--- src/rtl/cpu_cond_pkg.sv ---
// Shared definitions for branch condition evaluation.
//   cond_e  : 3-bit condition codes (AL..LT) as presented on the cond port
//   state_e : state encoding of the branch_cond_eval controller
//   SVZ_*   : bit positions of N, V, Z inside the svz flag vector
package cpu_cond_pkg;

  typedef enum logic [2:0] {
    COND_AL = 3'b000,
    COND_EQ = 3'b001,
    COND_NE = 3'b010,
    COND_MI = 3'b011,
    COND_PL = 3'b100,
    COND_VS = 3'b101,
    COND_VC = 3'b110,
    COND_LT = 3'b111
  } cond_e;

  typedef enum logic [1:0] {
    ST_IDLE = 2'b00,
    ST_WAIT = 2'b01,
    ST_RESP = 2'b10
  } state_e;

  localparam int SVZ_N = 2;
  localparam int SVZ_V = 1;
  localparam int SVZ_Z = 0;

endpackage

--- src/rtl/cond_decode.sv ---
// Combinational condition-code evaluator.
//   cond : condition code (cpu_cond_pkg::cond_e encoding)
//   svz  : flag vector, [2]=N [1]=V [0]=Z
//   pass : 1 when the condition holds for the given flags
module cond_decode
  import cpu_cond_pkg::*;
(
  input  logic [2:0] cond,
  input  logic [2:0] svz,
  output logic       pass
);

  logic flag_n;
  logic flag_v;
  logic flag_z;

  assign flag_n = svz[SVZ_N];
  assign flag_v = svz[SVZ_V];
  assign flag_z = svz[SVZ_Z];

  always_comb begin
    pass = 1'b0;
    case (cond)
      COND_AL: pass = 1'b1;
      COND_EQ: pass = flag_z;
      COND_NE: pass = ~flag_z;
      COND_MI: pass = flag_n;
      COND_PL: pass = ~flag_n;
      COND_VS: pass = flag_v;
      COND_VC: pass = ~flag_v;
      COND_LT: pass = flag_n ^ flag_v;
      default: pass = 1'b0;
    endcase
  end

endmodule

--- src/rtl/branch_cond_eval.sv ---
// Branch condition evaluator with flag-update interlock.
// Accepts one condition code at a time, evaluates it against the status
// flags once they are stable (or after MAX_WAIT cycles of pending updates),
// and holds the result until the consumer takes it.
//   clk, rst            : clock, async active-high reset
//   svz, flag_update    : status flags and "flags change next edge" hint
//   req_valid/ready,cond: request handshake and condition code
//   resp_valid/ready    : response handshake
//   taken, timeout      : result and "forced by wait limit" flag
//   taken_cnt           : saturating count of accepted taken responses
//
// state | meaning
// IDLE  | ready for a request
// WAIT  | request latched, waiting for pending flag update to settle
// RESP  | result registered, waiting for resp_ready
module branch_cond_eval
  import cpu_cond_pkg::*;
#(
  parameter int MAX_WAIT = 4,
  parameter int CNT_W    = 8
) (
  input  logic             clk,
  input  logic             rst,
  input  logic [2:0]       svz,
  input  logic             flag_update,
  input  logic             req_valid,
  input  logic [2:0]       cond,
  output logic             req_ready,
  output logic             resp_valid,
  input  logic             resp_ready,
  output logic             taken,
  output logic             timeout,
  output logic [CNT_W-1:0] taken_cnt
);

  localparam logic [3:0] WAIT_LIMIT = 4'(MAX_WAIT);

  state_e           state, state_n;
  logic [3:0]       wait_cnt, wait_n, wait_inc;
  logic [2:0]       cond_q, cond_n;
  logic             taken_q, taken_n;
  logic             timeout_q, timeout_n;
  logic [CNT_W-1:0] cnt_q, cnt_n;
  logic [2:0]       eval_cond;
  logic             pass;

  // In IDLE the incoming code is evaluated directly so the no-wait path
  // has single-cycle latency; otherwise the latched code is used.
  assign eval_cond = (state == ST_IDLE) ? cond : cond_q;
  assign wait_inc  = wait_cnt + 4'd1;

  cond_decode u_cond_decode (
    .cond (eval_cond),
    .svz  (svz),
    .pass (pass)
  );

  always_ff @(posedge clk or posedge rst) begin
    if (rst) begin
      state     <= ST_IDLE;
      wait_cnt  <= 4'd0;
      cond_q    <= 3'b000;
      taken_q   <= 1'b0;
      timeout_q <= 1'b0;
      cnt_q     <= '0;
    end else begin
      state     <= state_n;
      wait_cnt  <= wait_n;
      cond_q    <= cond_n;
      taken_q   <= taken_n;
      timeout_q <= timeout_n;
      cnt_q     <= cnt_n;
    end
  end

  always_comb begin
    state_n   = state;
    wait_n    = wait_cnt;
    cond_n    = cond_q;
    taken_n   = taken_q;
    timeout_n = timeout_q;
    cnt_n     = cnt_q;
    case (state)
      ST_IDLE: begin
        if (req_valid) begin
          cond_n = cond;
          if (flag_update) begin
            wait_n  = 4'd0;
            state_n = ST_WAIT;
          end else begin
            taken_n   = pass;
            timeout_n = 1'b0;
            state_n   = ST_RESP;
          end
        end
      end
      ST_WAIT: begin
        if (!flag_update) begin
          taken_n   = pass;
          timeout_n = 1'b0;
          state_n   = ST_RESP;
        end else if (wait_inc == WAIT_LIMIT) begin
          // Flags still churning at the limit: evaluate what we have.
          wait_n    = wait_inc;
          taken_n   = pass;
          timeout_n = 1'b1;
          state_n   = ST_RESP;
        end else begin
          wait_n = wait_inc;
        end
      end
      ST_RESP: begin
        if (resp_ready) begin
          state_n = ST_IDLE;
          if (taken_q && (cnt_q != {CNT_W{1'b1}})) begin
            cnt_n = cnt_q + CNT_W'(1);
          end
        end
      end
      default: state_n = ST_IDLE;
    endcase
  end

  assign req_ready  = (state == ST_IDLE);
  assign resp_valid = (state == ST_RESP);
  assign taken      = taken_q;
  assign timeout    = timeout_q;
  assign taken_cnt  = cnt_q;

endmodule

--- config.mk ---
export PLATFORM = sky130hd
export DESIGN_NAME = branch_cond_eval
export DESIGN_NICKNAME = d
export VERILOG_FILES = /design/src/rtl/cpu_cond_pkg.sv /design/src/rtl/cond_decode.sv /design/src/rtl/branch_cond_eval.sv
export SDC_FILE = /design/constraint.sdc
export NUM_CORES = 1
export LEC_CHECK = 0
export BUFFER_PORTS_ARGS = -buffer_cell sky130_fd_sc_hd__buf_4
export CAP_MARGIN = 25
export CORE_MARGIN = 3
export CORE_UTILIZATION = 53
export CTS_CLUSTER_SIZE = 8
export DETAILED_ROUTE_END_ITERATION = 10
export HOLD_SLACK_MARGIN = 0.05
export PLACE_DENSITY_LB_ADDON = 0.2
export SYNTH_ARGS = -nofsm -noshare
export SYNTH_HDL_FRONTEND = slang
export SYNTH_SLANG_ARGS = --single-unit
--- constraint.sdc ---
create_clock -name clk -period 4 [get_ports clk]
set_input_delay 0.8 -clock clk [delete_from_list [all_inputs] [get_ports clk]]
set_output_delay 0.8 -clock clk [all_outputs]
set_load 0.03 [all_outputs]
---- Yosys cells after proc, flatten, opt, wreduce, memory -nomap -nowiden ----
Cells that the tools add are included.
word-level totals
  flip-flop bits (word level) ............. 19
  bits in latches ......................... 0
  memory bits (writable) .................. 0
  ROM bits ................................ 0
  input port bits ......................... 11
  output and inout port bits .............. 12
  logic and storage cells ................. 60
  memories kept ........................... 0
cells by class
  $add $sub $neg .......................... 2
  multipliers ............................. 0
  divide/modulo/power cells ............... 0
  magnitude comparators ................... 0
  equal/unequal tests ..................... 17
  shifts and indexed selects .............. 0
  mux-type cells .......................... 22
  bitwise logic cells ..................... 4
  reductions and logical operators ........ 9
operators with widths
  kind                                           number
  == test 3 bit, second input constant           4
  two-way mux 4 bit                              3
  two-way mux 2 bit                              5
  adder 8 x 1 -> 8 bit, second input constant    1
  two-way mux 1 bit                              8
  != test 2 bit, second input constant           4
  != test 8 bit, second input constant           1
  case mux 1 bit (8 select lines)                1
  case mux 4 bit (2 select lines)                1
  AND reduction 4 bit                            2
  == test 3 x 2 -> 1 bit, second input constant  2
  case mux 2 bit (3 select lines)                1
  AND reduction 3 bit                            2
  adder 4 x 1 -> 4 bit, second input constant    1
  == test 4 x 3 -> 1 bit, second input constant  1
  case mux 1 bit (2 select lines)                2
  == test 3 x 1 -> 1 bit, second input constant  1
  logical NOT 3 bit                              1
  two-way mux 3 bit                              1
  != test 3 bit, second input constant           1
  NOT 1 bit                                      3
  == test 2 x 1 -> 1 bit, second input constant  1
  == test 2 bit, second input constant           1
  logical NOT 2 bit                              1
  5 further kinds                                5

---- Logic depth before layout (Yosys ltp) ----
  word-level depth ........................ 7
  gate-level depth with buffers ........... 6
  mapped depth without buffers ............ 6

---- By module ----
A second synthesis with hierarchy kept.
unflattened totals
  cells, all modules ...................... 99
  area total of the unflattened synthesis .. 1043.5 µm²
by module, submodules not included
  module            instances  cells an instance  area an instance (µm²)  seq. area each (µm²)
  branch_cond_eval  1          89                 984.7                   475.5
  cond_decode       1          10                 58.8                    0.0

---- Least setup slack after synthesis ----
OpenSTA, ideal clock, no wires.
  path kind ............................... register to register
  start point ............................. register wait_cnt[0]
  end point ............................... register taken_q (netlist: taken)
  library setup time ...................... 0.125 ns
  data arrival time ....................... 1.735 ns
  required time ........................... 3.875 ns
  setup slack ............................. 2.140 ns
  stages on the path, launching flop included .. 7
  path buffers ............................ 0
  clock period less this slack ............ 1.860 ns
  cells stage by stage .................... dfrtp_1 ha_1 and2b_1 a21oi_1 or3_1 a21oi_2 mux2_2
between the ends
  longest elaborated chain between the ends .. 4
RTL lines
  item                           line                     source
  start: declaration             branch_cond_eval.sv:39   logic [3:0] wait_cnt, wait_n, wait_inc;
  start signal: assignment       branch_cond_eval.sv:68   wait_cnt <= wait_n;
  adder 4 x 1 -> 4 bit           branch_cond_eval.sv:50   assign wait_inc = wait_cnt + 4'd1;
  == test 4 x 3 -> 1 bit         branch_cond_eval.sv:102  end else if (wait_inc == WAIT_LIMIT) begin
  != test 3 bit (no line)        n/a
  AND reduction 4 bit (no line)  n/a
  end signal: assignment         branch_cond_eval.sv:70   taken_q <= taken_n;
  end: declaration               branch_cond_eval.sv:41   logic taken_q, taken_n;
No other way between the ends.
A chain may end at the register's enable or synchronous reset.

---- Worst setup path in the final report ----
  start point ............................. register state[0]
  end point ............................... output req_ready
between the ends
  longest elaborated chain between the ends .. 1
RTL lines
  item                      line                     source
  start: declaration        branch_cond_eval.sv:38   state_e state, state_n;
  start signal: assignment  branch_cond_eval.sv:67   state <= state_n;
  logical NOT 2 bit         branch_cond_eval.sv:124  assign req_ready = (state == ST_IDLE);
  end: declaration          branch_cond_eval.sv:28   output logic req_ready,
No other way between the ends.

==> reports/metrics.cfg <==
[floorplanning]
fp.dieArea_um2 = 2720
ios = 23
die_x_um = 52.1
initial_utilization = 0.569
coreArea_um2 = 1980
rows = 16
die_h_um = 52.1

[setup_path]
cp_top_family = flip-flops
worst_path_max_delay_cell = dfrtp_1
cp-start-kind = flop
critPathKind = reg -> out
critical_path.max_fanout = 13
r2r_slack_ns = 2.00
cp-end-kind = output port
slowest_delay_ns = 0.55
critical_path_required_ns = 3.20
cp_cell_sequence = nor2_2 > buf_4
path_buf_inv = 1
crit_arrival_ns = 1.37

[hold_path]
hp-class = reg -> reg

[logic_synthesis]
syn-cell-area_um2 = 1130
yosys.cell_types.count = 42
ys.flop_type = dfrtp_1
synth-edff-count = 0
synth_seq_cells = 19
yosysTopAreaCell = dfrtp_1
ys_async_sr_fraction = 1.00
synth_warnings = 0
syn-mean-instance-area_um2 = 10.6
synth_area_leaders = dfrtp_1 (42%), mux2_2 (6.0%), xnor2_1 (3.9%)
synth_top_area_frac = 0.422
syn_inst = 106
synth_fp_nets = 120
ys_seq_area_frac = 0.422

[placement]
placed_cell_area_um2 = 1310
dp_hpwl_um = 1740
gp_congestion = 0.881
portBuffers = 22

[route]
vias = 911
drtPass1Iterations = 4
drc = 0
drt-initial-drc-count = 26
routed_wirelength_um = 2320
routedWlPerCell_um = 14.8
antenna_left = 0
vias_per_cell = 5.80

[layout]
fin_area_um2 = 1330
drive_gt1_frac = 0.292
antenna_cells = 0
layout_common_cells = buf_4 (22), dfrtp_1 (19), nand2_1 (10)
fillers = 172
final_core_utilization = 0.673
nets = 145
area_growth_pct = 18.3
final_common_cell = buf_4

[clocking]
cts_hold_buf = 0
cts_buffer_depth = 2
cts_buffers = 3
cts_resized = 0
post_cts.repair.setup_buffers = 0
htree_levels = 1
clock_latency_ns = 0.30
root_buffer = clkbuf_4
clk_pin_slew_worst_paths_ns = 0.11
cts_tree = done
numClockSinks = 19

[sta]
fin_crit_sh = 0.542
worst_slew_pin_slew_ns = 0.703
max_slew_margin = 0.531
fin_setup_tns_ns = 0
fin_worst_skew_ns = 0.00569
hold_ws_ns = 0.505
final_hold_viol_count = 0
min_period_ns = 2.17
rsz0062_at_grt = no
setup_viol = 0
fmax_ghz = 0.461
drv_slew = 0

[global_route]
grt.total_usage = 0.195
grt_pass1_wl_um = 3940
grt_pass1_vias = 918
grt-ovfl-total = 0
grt_max_degree = 20
antenna_found_initial = 0

[outcome]
status = completed

[pwr]
p_total_mw = 0.687
powerDensity_nw_per_um2 = 515
p_leak_nw = 0.612
peakVddDrop_v = 0.000391

[flow_run]
drv_cap = 0

per-layer routing:
| metal | GRT usage | wire (µm) | share of wire |
|---|---|---|---|
| met5 | 0 | 0 | 0 |
| met4 | 0.0917 | 42 | 0.018 |
| met3 | 0.0287 | 110 | 0.047 |
| met2 | 0.314 | 1150 | 0.49 |
| met1 | 0.257 | 1020 | 0.44 |
cell families after synthesis:
family	count (synthesis)	synth area share
simple gates	36	0.180
compound gates	25	0.178
flops	19	0.422
mux	11	0.107
xor+xnor	7	0.0544
buf+inv	5	0.0266
fa+ha+maj	3	0.0333
power breakdown:
part / switching, mW / internal, mW / total (mW)
sequential: 0.0728 / 0.241 / 0.314
combinational: 0.151 / 0.121 / 0.272
clock: 0.0617 / 0.0389 / 0.101
state kept, by name, indices dropped and copies added (netlist names):
name       count
taken_cnt      8
wait_cnt       4
state          2
cond_q         3
taken          1
timeout        1
Yosys cell counts, drive strengths merged, types with 2 or more instances:
master  count
buf         2
and3        2
o21a        2
inv         3
nor3b       2
dfrtp      19
o21bai      2
nand4       2
a31oi       2
nor2        3
nor2b       3
mux2        8
nor3        2
or3         2
xnor2       5
a21oi       4
o21ai       5
ha          3
and2b       2
mux2i       3
nand3       6
nand2      10
o31ai       3
xor2        2
stage by stage:
step,cells,setup WS (ns)
after floorplan,106,2.14
after global placement,153,2.08
after detailed placement,153,2.03
after CTS,157,1.81
after global routing,157,1.75
final,157,1.83
layout make-up:
| cell class | count | area (µm²) | share of cell area |
|---|---|---|---|
| inverters | 3 | 11.3 | 0.00844 |
| well taps | 27 | 33.8 | 0.0253 |
| flip-flops and latches | 19 | 475 | 0.356 |
| multi-input cells | 82 | 622 | 0.466 |
| clock buffers | 4 | 26.3 | 0.0197 |
| repair buffers | 22 | 165 | 0.124 |
worst paths after layout:
| path | from | end | cells after the start |
|---|---|---|---|
| max in group asynchronous | rst | taken_cnt[0] | 2 |
| min in group asynchronous | rst | wait_cnt[0] | 2 |
| min reg2reg | taken_cnt[7] | taken_cnt[7] | 1 |
| min | taken_cnt[7] | taken_cnt[7] | 1 |
| max reg2reg | wait_cnt[0] | taken | 6 |
| max | state[0] | req_ready | 2 |
(Power assumes the default switching activity.)
